==> config.mk <==
export PLATFORM = sky130hd
export DESIGN_NAME = ro_deser
export DESIGN_NICKNAME = d
export VERILOG_FILES = /design/src/rtl/ro_deser_pkg.sv /design/src/rtl/ro_deser_fifo.sv /design/src/rtl/ro_deser.sv
export SDC_FILE = /design/constraint.sdc
export NUM_CORES = 1
export LEC_CHECK = 0
export BUFFER_PORTS_ARGS = -buffer_cell sky130_fd_sc_hd__buf_2
export CAP_MARGIN = 30
export CORE_UTILIZATION = 62
export DETAILED_ROUTE_END_ITERATION = 7
export PLACE_DENSITY = 0.8
export SETUP_SLACK_MARGIN = 0.05
export SYNTH_ARGS = -nofsm -noshare
export SYNTH_HDL_FRONTEND = slang
export SYNTH_SLANG_ARGS = --single-unit
==> constraint.sdc <==
create_clock -name clk_ext -period 5.06 [get_ports clk_ext]
set_input_delay 0 -clock clk_ext [delete_from_list [all_inputs] [get_ports clk_ext]]
set_output_delay 0 -clock clk_ext [all_outputs]
set_load 0.01 [all_outputs]
==> src/rtl/ro_deser_pkg.sv <==
// =============================================================================
// ro_deser_pkg : shared defaults and sizing helpers for the readout deserializer
// Rev 1.0
// =============================================================================
`default_nettype none

package ro_deser_pkg;

  localparam int NCH_DEF   = 16;
  localparam int CW_DEF    = 17;
  localparam int DEPTH_DEF = 4;

  function automatic int ch_width(input int nch);
    return (nch > 1) ? $clog2(nch) : 1;
  endfunction

  // FIFO entry layout is {channel, bit, timestamp}
  function automatic int entry_width(input int nch, input int cw);
    return ch_width(nch) + 1 + cw;
  endfunction

endpackage

`default_nettype wire

==> src/rtl/ro_deser_fifo.sv <==
// =============================================================================
// ro_deser_fifo : synchronous FIFO with registered head and sticky overflow
// Rev 1.0
// =============================================================================
`default_nettype none

module ro_deser_fifo #(
  parameter int WIDTH = 8,
  parameter int DEPTH = 4
) (
  input  logic             clk,
  input  logic             rst,
  input  logic             i_push,
  input  logic [WIDTH-1:0] i_din,
  input  logic             i_pop,
  output logic             o_valid,
  output logic [WIDTH-1:0] o_head,
  output logic             o_overflow
);

  localparam int AW = $clog2(DEPTH);

  logic [WIDTH-1:0] mem_q [DEPTH];
  logic [WIDTH-1:0] mem_d [DEPTH];
  logic [AW-1:0]    wr_q, wr_d;
  logic [AW-1:0]    rd_q, rd_d;
  logic [AW:0]      cnt_q, cnt_d;
  logic             valid_q, valid_d;
  logic [WIDTH-1:0] head_q, head_d;
  logic             ovf_q, ovf_d;

  logic full, empty, do_push, do_pop;

  assign full  = (cnt_q == (AW+1)'(DEPTH));
  assign empty = (cnt_q == '0);

  always_comb begin
    do_pop  = i_pop && !empty;
    // a pop on the same edge frees the slot, so a full FIFO still accepts
    do_push = i_push && (!full || do_pop);

    mem_d = mem_q;
    wr_d  = wr_q;
    rd_d  = rd_q;
    cnt_d = cnt_q;
    ovf_d = ovf_q | (i_push && full && !do_pop);

    if (do_push) begin
      mem_d[wr_q] = i_din;
      wr_d        = wr_q + AW'(1);
    end
    if (do_pop) begin
      rd_d = rd_q + AW'(1);
    end

    case ({do_push, do_pop})
      2'b10:   cnt_d = cnt_q + (AW+1)'(1);
      2'b01:   cnt_d = cnt_q - (AW+1)'(1);
      default: cnt_d = cnt_q;
    endcase

    // reading mem_d lets a push into an empty FIFO appear at the head at once
    valid_d = (cnt_d != '0);
    head_d  = head_q;
    if (cnt_d != '0) begin
      head_d = mem_d[rd_d];
    end
  end

  always_ff @(posedge clk or posedge rst) begin
    if (rst) begin
      for (int i = 0; i < DEPTH; i++) begin
        mem_q[i] <= '0;
      end
      wr_q    <= '0;
      rd_q    <= '0;
      cnt_q   <= '0;
      valid_q <= 1'b0;
      head_q  <= '0;
      ovf_q   <= 1'b0;
    end else begin
      for (int i = 0; i < DEPTH; i++) begin
        mem_q[i] <= mem_d[i];
      end
      wr_q    <= wr_d;
      rd_q    <= rd_d;
      cnt_q   <= cnt_d;
      valid_q <= valid_d;
      head_q  <= head_d;
      ovf_q   <= ovf_d;
    end
  end

  assign o_valid    = valid_q;
  assign o_head     = head_q;
  assign o_overflow = ovf_q;

endmodule

`default_nettype wire

==> src/rtl/ro_deser.sv <==
// =============================================================================
// ro_deser : readout bus deserializer - slot counter, slot decode, stage-1
//            capture and tagged-sample output FIFO
// Rev 1.0
// =============================================================================
`default_nettype none

module ro_deser
  import ro_deser_pkg::*;
#(
  parameter int NCH   = NCH_DEF,
  parameter int CW    = CW_DEF,
  parameter int DEPTH = DEPTH_DEF
) (
  input  logic                      clk_ext,
  input  logic                      reset,
  input  logic                      en,
  input  logic                      bus_in,
  output logic                      out_valid,
  input  logic                      out_ready,
  output logic [ch_width(NCH)-1:0]  out_ch,
  output logic                      out_bit,
  output logic [CW-1:0]             out_ts,
  output logic                      overflow
);

  localparam int CHW = ch_width(NCH);
  localparam int EW  = entry_width(NCH, CW);

  logic [CW-1:0]  c_q, c_d;
  logic           s_v_q, s_v_d;
  logic [CHW-1:0] s_ch_q, s_ch_d;
  logic           s_bit_q, s_bit_d;
  logic [CW-1:0]  s_ts_q, s_ts_d;

  logic [CW-1:0]  n;
  int             tz;
  logic           slot_valid;

  always_comb begin
    n = c_q + CW'(1);

    // trailing-zero count: lowest set bit wins; n==0 leaves tz=CW (idle)
    tz = CW;
    for (int i = CW - 1; i >= 0; i--) begin
      if (n[i]) begin
        tz = i;
      end
    end
    slot_valid = (n != '0) && (tz < NCH);

    c_d     = c_q;
    s_v_d   = 1'b0;
    s_ch_d  = s_ch_q;
    s_bit_d = s_bit_q;
    s_ts_d  = s_ts_q;

    if (en) begin
      c_d     = n;
      s_v_d   = slot_valid;
      s_ch_d  = CHW'(tz);
      // a floating or unknown bus reads as 0
      s_bit_d = (bus_in === 1'b1);
      s_ts_d  = n;
    end
  end

  always_ff @(posedge clk_ext or posedge reset) begin
    if (reset) begin
      c_q     <= '0;
      s_v_q   <= 1'b0;
      s_ch_q  <= '0;
      s_bit_q <= 1'b0;
      s_ts_q  <= '0;
    end else begin
      c_q     <= c_d;
      s_v_q   <= s_v_d;
      s_ch_q  <= s_ch_d;
      s_bit_q <= s_bit_d;
      s_ts_q  <= s_ts_d;
    end
  end

  logic [EW-1:0] fifo_head;
  logic          fifo_valid;

  ro_deser_fifo #(
    .WIDTH (EW),
    .DEPTH (DEPTH)
  ) u_fifo (
    .clk        (clk_ext),
    .rst        (reset),
    .i_push     (s_v_q),
    .i_din      ({s_ch_q, s_bit_q, s_ts_q}),
    .i_pop      (fifo_valid && out_ready),
    .o_valid    (fifo_valid),
    .o_head     (fifo_head),
    .o_overflow (overflow)
  );

  assign out_valid                 = fifo_valid;
  assign {out_ch, out_bit, out_ts} = fifo_head;

endmodule

`default_nettype wire

* After elaboration in Yosys (flattened, before gate mapping)
Index checks and enable logic that the tools add are counted.
** Word-level totals
- Flip-flop bits (word level) :: 142
- Output and inout bits :: 24
- Word-level logic and storage cells :: 71
** Operators by class
- Add/sub/neg operators :: 5
- $lt $le $gt $ge :: 4
- Equal/unequal tests :: 4
- Multiplexer cells :: 27
- Bitwise operators :: 3
- Reduce and logical (&&, ||, !) cells :: 14
** Operators with widths (number)
- $mux W32 :: 16
- $bwmux W88 :: 1
- $mux W88 :: 1
- $mux W22 :: 3
- $bmux W22 S2 :: 1
- $demux W22 S2 :: 1
- $lt A32 B6 Y1 const B :: 1
- $add A17 B1 Y17 const B :: 1
- $reduce_bool A17 Y1 :: 1
- $logic_and A1 B1 Y1 :: 7
- $ge A3 B3 Y1 const B :: 2
- $not A2 Y3 :: 2
- $pmux W3 S2 :: 1
- $add A2 B1 Y2 const B :: 2
- $add A3 B1 Y3 const B :: 1
- $eq A3 B3 Y1 const B :: 1
- $logic_not A1 Y1 :: 3
- $logic_not A3 Y1 :: 1
- $lt A3 B1 Y1 const B :: 1
- $reduce_bool A3 Y1 :: 1
- $sub A3 B1 Y3 const B :: 1
- $eq A2 B1 Y1 const B :: 1
- $eq A2 B2 Y1 const B :: 1
- $mux W1 :: 2
- other kinds (4) :: 4

* Depth between registers and ports, before layout
- Depth in word-level cells :: 21
- Depth in mapped cells :: 14

* Modules after synthesis
Synthesis repeated with hierarchy kept, for this count alone.
** Unflattened totals
- Cells, all modules :: 742
- Area, all modules :: 7315.8 um2
** By module, submodules not included
- ro_deser_fifo :: instances 1, cells an instance 559, area each 5560.3 um2, seq. area each 2977.9 um2
- ro_deser :: instances 1, cells an instance 183, area each 1755.4 um2, seq. area each 575.6 um2

* Least setup slack after synthesis
OpenSTA, ideal clock, no wires.
- Kind :: reg2reg
- From :: register u_fifo.valid_q, in the netlist u_fifo.o_valid
- To :: register u_fifo.head_q[5], in the netlist u_fifo.o_head[5]
- Setup time :: 66 ps
- Arrival :: 3143 ps
- Setup slack :: 1852 ps
- Stages on the path, launching flop included :: 15
- Clock period less this slack :: 3208 ps
- Path through :: dfrtp_1 -> a21bo_2 -> nor3_1 -> nand2b_1 -> ha_1 -> inv_1 -> fa_1 -> xor2_1 -> o21a_1 -> or3_1 -> clkbuf_1 -> and3b_1 -> buf_2 -> a22oi_1 -> o221a_2
** Between the ends
- Word-level cells in the longest chain between the ends :: 8
** Ends and longest elaborated chain
- from (decl) :: RTL line ro_deser_fifo.sv:28 : logic valid_q, valid_d;
- from (signal assigned) :: RTL line ro_deser_fifo.sv:88 : valid_q <= valid_d;
- $logic_and A1 B1 Y1 (*) :: RTL line ro_deser.sv:95 : .i_pop (fifo_valid && out_ready),
- $logic_and A1 B1 Y1 (*) :: RTL line ro_deser_fifo.sv:38 : do_pop = i_pop && !empty;
- $logic_or A1 B1 Y1 :: RTL line ro_deser_fifo.sv:40 : do_push = i_push && (!full || do_pop);
- $logic_and A1 B1 Y1 :: RTL line ro_deser_fifo.sv:40
- $mux W88 :: RTL line ro_deser_fifo.sv:48 : if (do_push) begin
- $bmux W22 S2 :: RTL line ro_deser_fifo.sv:66 : head_d = mem_d[rd_d];
- $mux W22 (not written as such) (2 in series) :: RTL line ro_deser_fifo.sv:66
- to (signal assigned) :: RTL line ro_deser_fifo.sv:79 : head_q <= '0;
- to (signal assigned) :: RTL line ro_deser_fifo.sv:89 : head_q <= head_d;
- to (decl) :: RTL line ro_deser_fifo.sv:29 : logic [WIDTH-1:0] head_q, head_d;
Every way passes the cells marked *; elsewhere a longest branch is shown, timed or not. The select of a mux whose other input is x is not followed.
A chain may end at the register's enable or synchronous reset.

* Worst setup path after layout
- From :: register u_fifo.cnt_q[2]
- To :: register u_fifo.head_q[12], in the netlist u_fifo.o_head[12]
** Between the ends
- Word-level cells in the longest chain between the ends :: 9
** Ends and longest elaborated chain
- from (decl) :: RTL line ro_deser_fifo.sv:27 : logic [AW:0] cnt_q, cnt_d;
- from (signal assigned) :: RTL line ro_deser_fifo.sv:87 : cnt_q <= cnt_d;
- $logic_not A3 Y1 :: RTL line ro_deser_fifo.sv:35 : assign empty = (cnt_q == '0);
- $logic_not A1 Y1 :: RTL line ro_deser_fifo.sv:38
- $logic_and A1 B1 Y1 :: RTL line ro_deser_fifo.sv:38
- $logic_or A1 B1 Y1 :: RTL line ro_deser_fifo.sv:40
- $logic_and A1 B1 Y1 :: RTL line ro_deser_fifo.sv:40
- $mux W88 :: RTL line ro_deser_fifo.sv:48
- $bmux W22 S2 :: RTL line ro_deser_fifo.sv:66
- $mux W22 (not written as such) (2 in series) :: RTL line ro_deser_fifo.sv:66
Several ways; a longest one is shown, not always the timed one. The select of a mux whose other input is x is not followed.

==> out/qor.csv <==
stage,metric,value,unit
clocking,Clock transition at path regs,0.06,ns
place,placer congestion estimate,0.834,
synth,sequential cell area fraction in the yosys report,51.1,%
floorplan,Starting Density,63.9,%
layout,Ant. Diodes,0,
place,Place WS,1.05,ns
global_route,grt total ovfl,0,
layout,Storage cell area,3550,um^2
floorplan,# IOs,29,
pwr,Seq pwr share,33.3,%
timing,Least-Margin Pin Slew,1.06,ns
pwr,Net Sw Power,0.00194,W
hold_path,Hold Crit Class,in2reg,
floorplan,core area,10900,um^2
layout,area of the multi-input gates,3150,um^2
pwr,P per Cell Area,690,nW/um^2
detailed_routing,final wirelength,14900,um
synth,Yosys top cell area share,51.1,%
global_route,met2 usage,45.1,%
pwr,clock power share,24.7,%
place,DP Wirelength,9120,um
floorplan,Die ar.,11600,um^2
synth,Synth area leaders,"dfrtp_1 51%, mux2_2 10%, mux2i_1 6.5%",
synth,Synth Flop Type,dfrtp_1,
pwr,Worst VDD drop,1.11,mV
floorplan,die span in x,108,um
clocking,CTS max path bufs,2,
pwr,Logic pwr share,42.0,%
synth,cell taking the most area after synthesis,dfrtp_1,
clocking,Clock Latency Late Sink,0.52,ns
detailed_routing,DR vias/cell,6.33,
timing,Setup WS post-layout,0.811,ns
global_route,GRT Total Usage,27.8,%
synth,Post-Syn Area,6950,um^2
synth,count of cell types in the netlist,63,
detailed_routing,initial DRC count,373,
timing,clk_skew,0.00594,ns
layout,Layout area overhead,12.7,%
global_route,largest net degree at the start of global routing,94,
worst_setup_path,Worst EP required,5.47,ns
clocking,CTS tree,done,
synth,Post-synth ARST share,100,%
pwr,leakage power,3.61,nW
layout,Finished Core Util,72.0,%
worst_setup_path,crit start category,register,
detailed_routing,Pre-antenna DRT Iters,5,
global_route,met1 Track Usage GR,37.4,%
synth,Synth warnings,0,
global_route,M3 GR Usage,6.36,%
timing,RSZ-0062 raised after global routing,false,
global_route,first-pass GRT wire length,24500,um
timing,Peak Freq,0.235,GHz
clocking,TritonCTS buffer count,17,
detailed_routing,DRC,0,
timing,Max-slew headroom,29.1,%
timing,Fin Setup TNS,0,ns
detailed_routing,DR vias,4776,
worst_setup_path,Crit Path Max Fanout,22,
layout,filler cell count,740,
synth,Seq cells post-synth,142,
synth,Mapped Cells,594,
global_route,GRT busiest layer,met2,
synth,Post-synth EDFFs,0,
timing,Fin. Hold Viols,0,
worst_setup_path,WP data arrival,4.66,ns
detailed_routing,antenna-violating nets left,0,
clocking,Root Driver,clkbuf_8,
detailed_routing,drt wl/cell,19.8,um
floorplan,chip height,108,um
layout,NumNets Final,614,
synth,"Avg Cell Area, Syn",11.7,um^2
worst_setup_path,Worst Setup Path Type,reg2reg,
timing,"Setup violations, final",0,
pwr,Sw Ratio,35.9,%
clocking,Setup Buffers After CTS,0,
run,max-cap viol count,0,
pwr,internal power,0.00347,W
layout,share of layout cells above drive strength 1,28.1,%
synth,post-synthesis net count,606,
global_route,initial antenna violation count,0,
timing,final period utilization,84.0,%
outcome,status,finished clean,
place,Port Buffers,28,
worst_setup_path,CP endpoint kind,register,
timing,Tmin final,4.25,ns
clocking,clock sink total,142,
global_route,number of global-route vias before repair,4796,
clocking,H-tree depth,4,
timing,Max Transition Viols Final,0,
floorplan,cell row count,38,
-- logic make-up after synthesis --
family / share of synthesized area, %
buf+inv: 4.14
flops: 51.1
xor+xnor: 3.89
mux: 17.1
compound gates: 12.8
fa+ha+maj: 1.37
simple gates: 9.70
-- synthesized netlist by cell type (2+ instances only) --
master / instances
or3_1: 5
nand3_1: 10
nand2b_1: 2
nor3_1: 13
a22oi_1: 25
ha_1: 6
dfrtp_1: 142
nand4_1: 8
o311ai_0: 5
and3b_1: 2
o221a_2: 22
nand4_4: 2
o22ai_1: 3
a31oi_1: 6
buf_2: 20
clkbuf_1: 26
nor2_1: 7
xnor2_1: 23
and3_1: 3
buf_1: 2
nand2_1: 47
or2_2: 2
mux2i_1: 45
xor2_1: 6
nor3b_1: 2
mux2_2: 63
nor2b_1: 3
a21oi_1: 3
o21ai_0: 39
o21a_1: 2
nor4_1: 2
inv_1: 17
-- metrics by stage --
stage | hold slack [ns] | cells | area, um^2 | power [W]
floorplan | 0.152 | 594 | 6950 | 0.00350
global placement | 0.210 | 719 | 7140 | 0.00392
detailed placement | 0.227 | 720 | 7160 | 0.00406
CTS | 0.0125 | 755 | 7840 | 0.00543
global route | 0.0486 | 755 | 7840 | 0.00570
finish | 0.0452 | 755 | 7840 | 0.00541
-- power groups by stage --
stage | clock [W] | sequential [W] | combinational [W]
3_3_place_gp | 0 | 0.00179 | 0.00213
6_report | 0.00133 | 0.00180 | 0.00227
5_1_grt | 0.00140 | 0.00184 | 0.00246
4_1_cts | 0.00136 | 0.00180 | 0.00227
3_5_place_dp | 0 | 0.00181 | 0.00224
2_1_floorplan | 0 | 0.00170 | 0.00180
-- worst paths after layout --
check	from	end	slack (ns)	cells past startpoint
setup / recovery	u_fifo.cnt_q[2]$_DFF_PP0_	u_fifo.o_head[12]$_DFFE_PP0P_	0.81	12
hold / removal	out_ready	u_fifo.rd_q[1]$_DFF_PP0_	0.05	4
setup reg to reg	u_fifo.cnt_q[2]$_DFF_PP0_	u_fifo.o_head[12]$_DFFE_PP0P_	0.81	12
hold reg to reg	u_fifo.mem_q[9]$_DFF_PP0_	u_fifo.mem_q[9]$_DFF_PP0_	0.48	2
max in group asynchronous	reset	u_fifo.mem_q[11]$_DFF_PP0_	3.74	4
min in group asynchronous	reset	u_fifo.mem_q[67]$_DFF_PP0_	0.19	3
-- area by class of cell --
cell class	instances	share of cell area, %
flip-flops and latches	142	45.3
repair buffers	39	3.10
well taps	140	2.23
clock buffers	21	5.86
inverters	17	0.878
clock inverters	11	2.38
multi-input cells	385	40.2
-- placed cells by master, fill, tap and decap left out, types with 5 or more instances in the layout --
cell type | netlist | layout
dfrtp_1 | 142 | 142
mux2_2 | 63 | 63
nand2_1 | 47 | 47
mux2i_1 | 45 | 45
o21ai_0 | 39 | 39
buf_2 | 20 | 28
a22oi_1 | 25 | 25
xnor2_1 | 23 | 23
o221a_2 | 22 | 22
inv_1 | 17 | 16
clkbuf_16 | 0 | 16
nor3_1 | 13 | 13
nand3_1 | 10 | 10
nand4_1 | 8 | 8
nor2_1 | 7 | 7
buf_4 | 1 | 7
xor2_1 | 6 | 6
a31oi_1 | 6 | 6
ha_1 | 6 | 6
or3_1 | 5 | 5
bufinv_16 | 0 | 5
-- state kept, by name (all words and copies together), names as in the netlist --
register,flops
u_fifo.o_overflow,1
u_fifo.o_valid,1
u_fifo.cnt_q,3
s_ch_q,4
s_bit_q,1
u_fifo.rd_q,2
u_fifo.o_head,22
u_fifo.wr_q,2
u_fifo.mem_q,88
s_ts_q,17
s_v_q,1
-- what timing repair did --
action	in CTS	in global routing
hold buffers	3	0
resized for setup	0	0
hold endpoints to repair	107	0
-- critical path, cell delays in order (launching register included) --
cell and delay, ns:
dfrtp_1 0.42, a21bo_2 0.30, nor3_1 0.22, nand2b_1 0.21
ha_1 0.21, inv_1 0.07, fa_1 0.47, and3b_1 0.22
a31oi_1 0.17, or3_1 0.46, and3b_1 0.95, a22oi_1 0.25
o221a_2 0.19
-- layer usage --
layer / vias up / wire length (um) / part of all wire, %
li1: 2206 / - / -
met1: 2441 / 6800 / 46
met2: 115 / 7320 / 49
met3: 14 / 673 / 4.5
met4: 0 / 125 / 0.84
met5: - / 0 / 0
No activity file was read; power rests on OpenSTA's default activity.
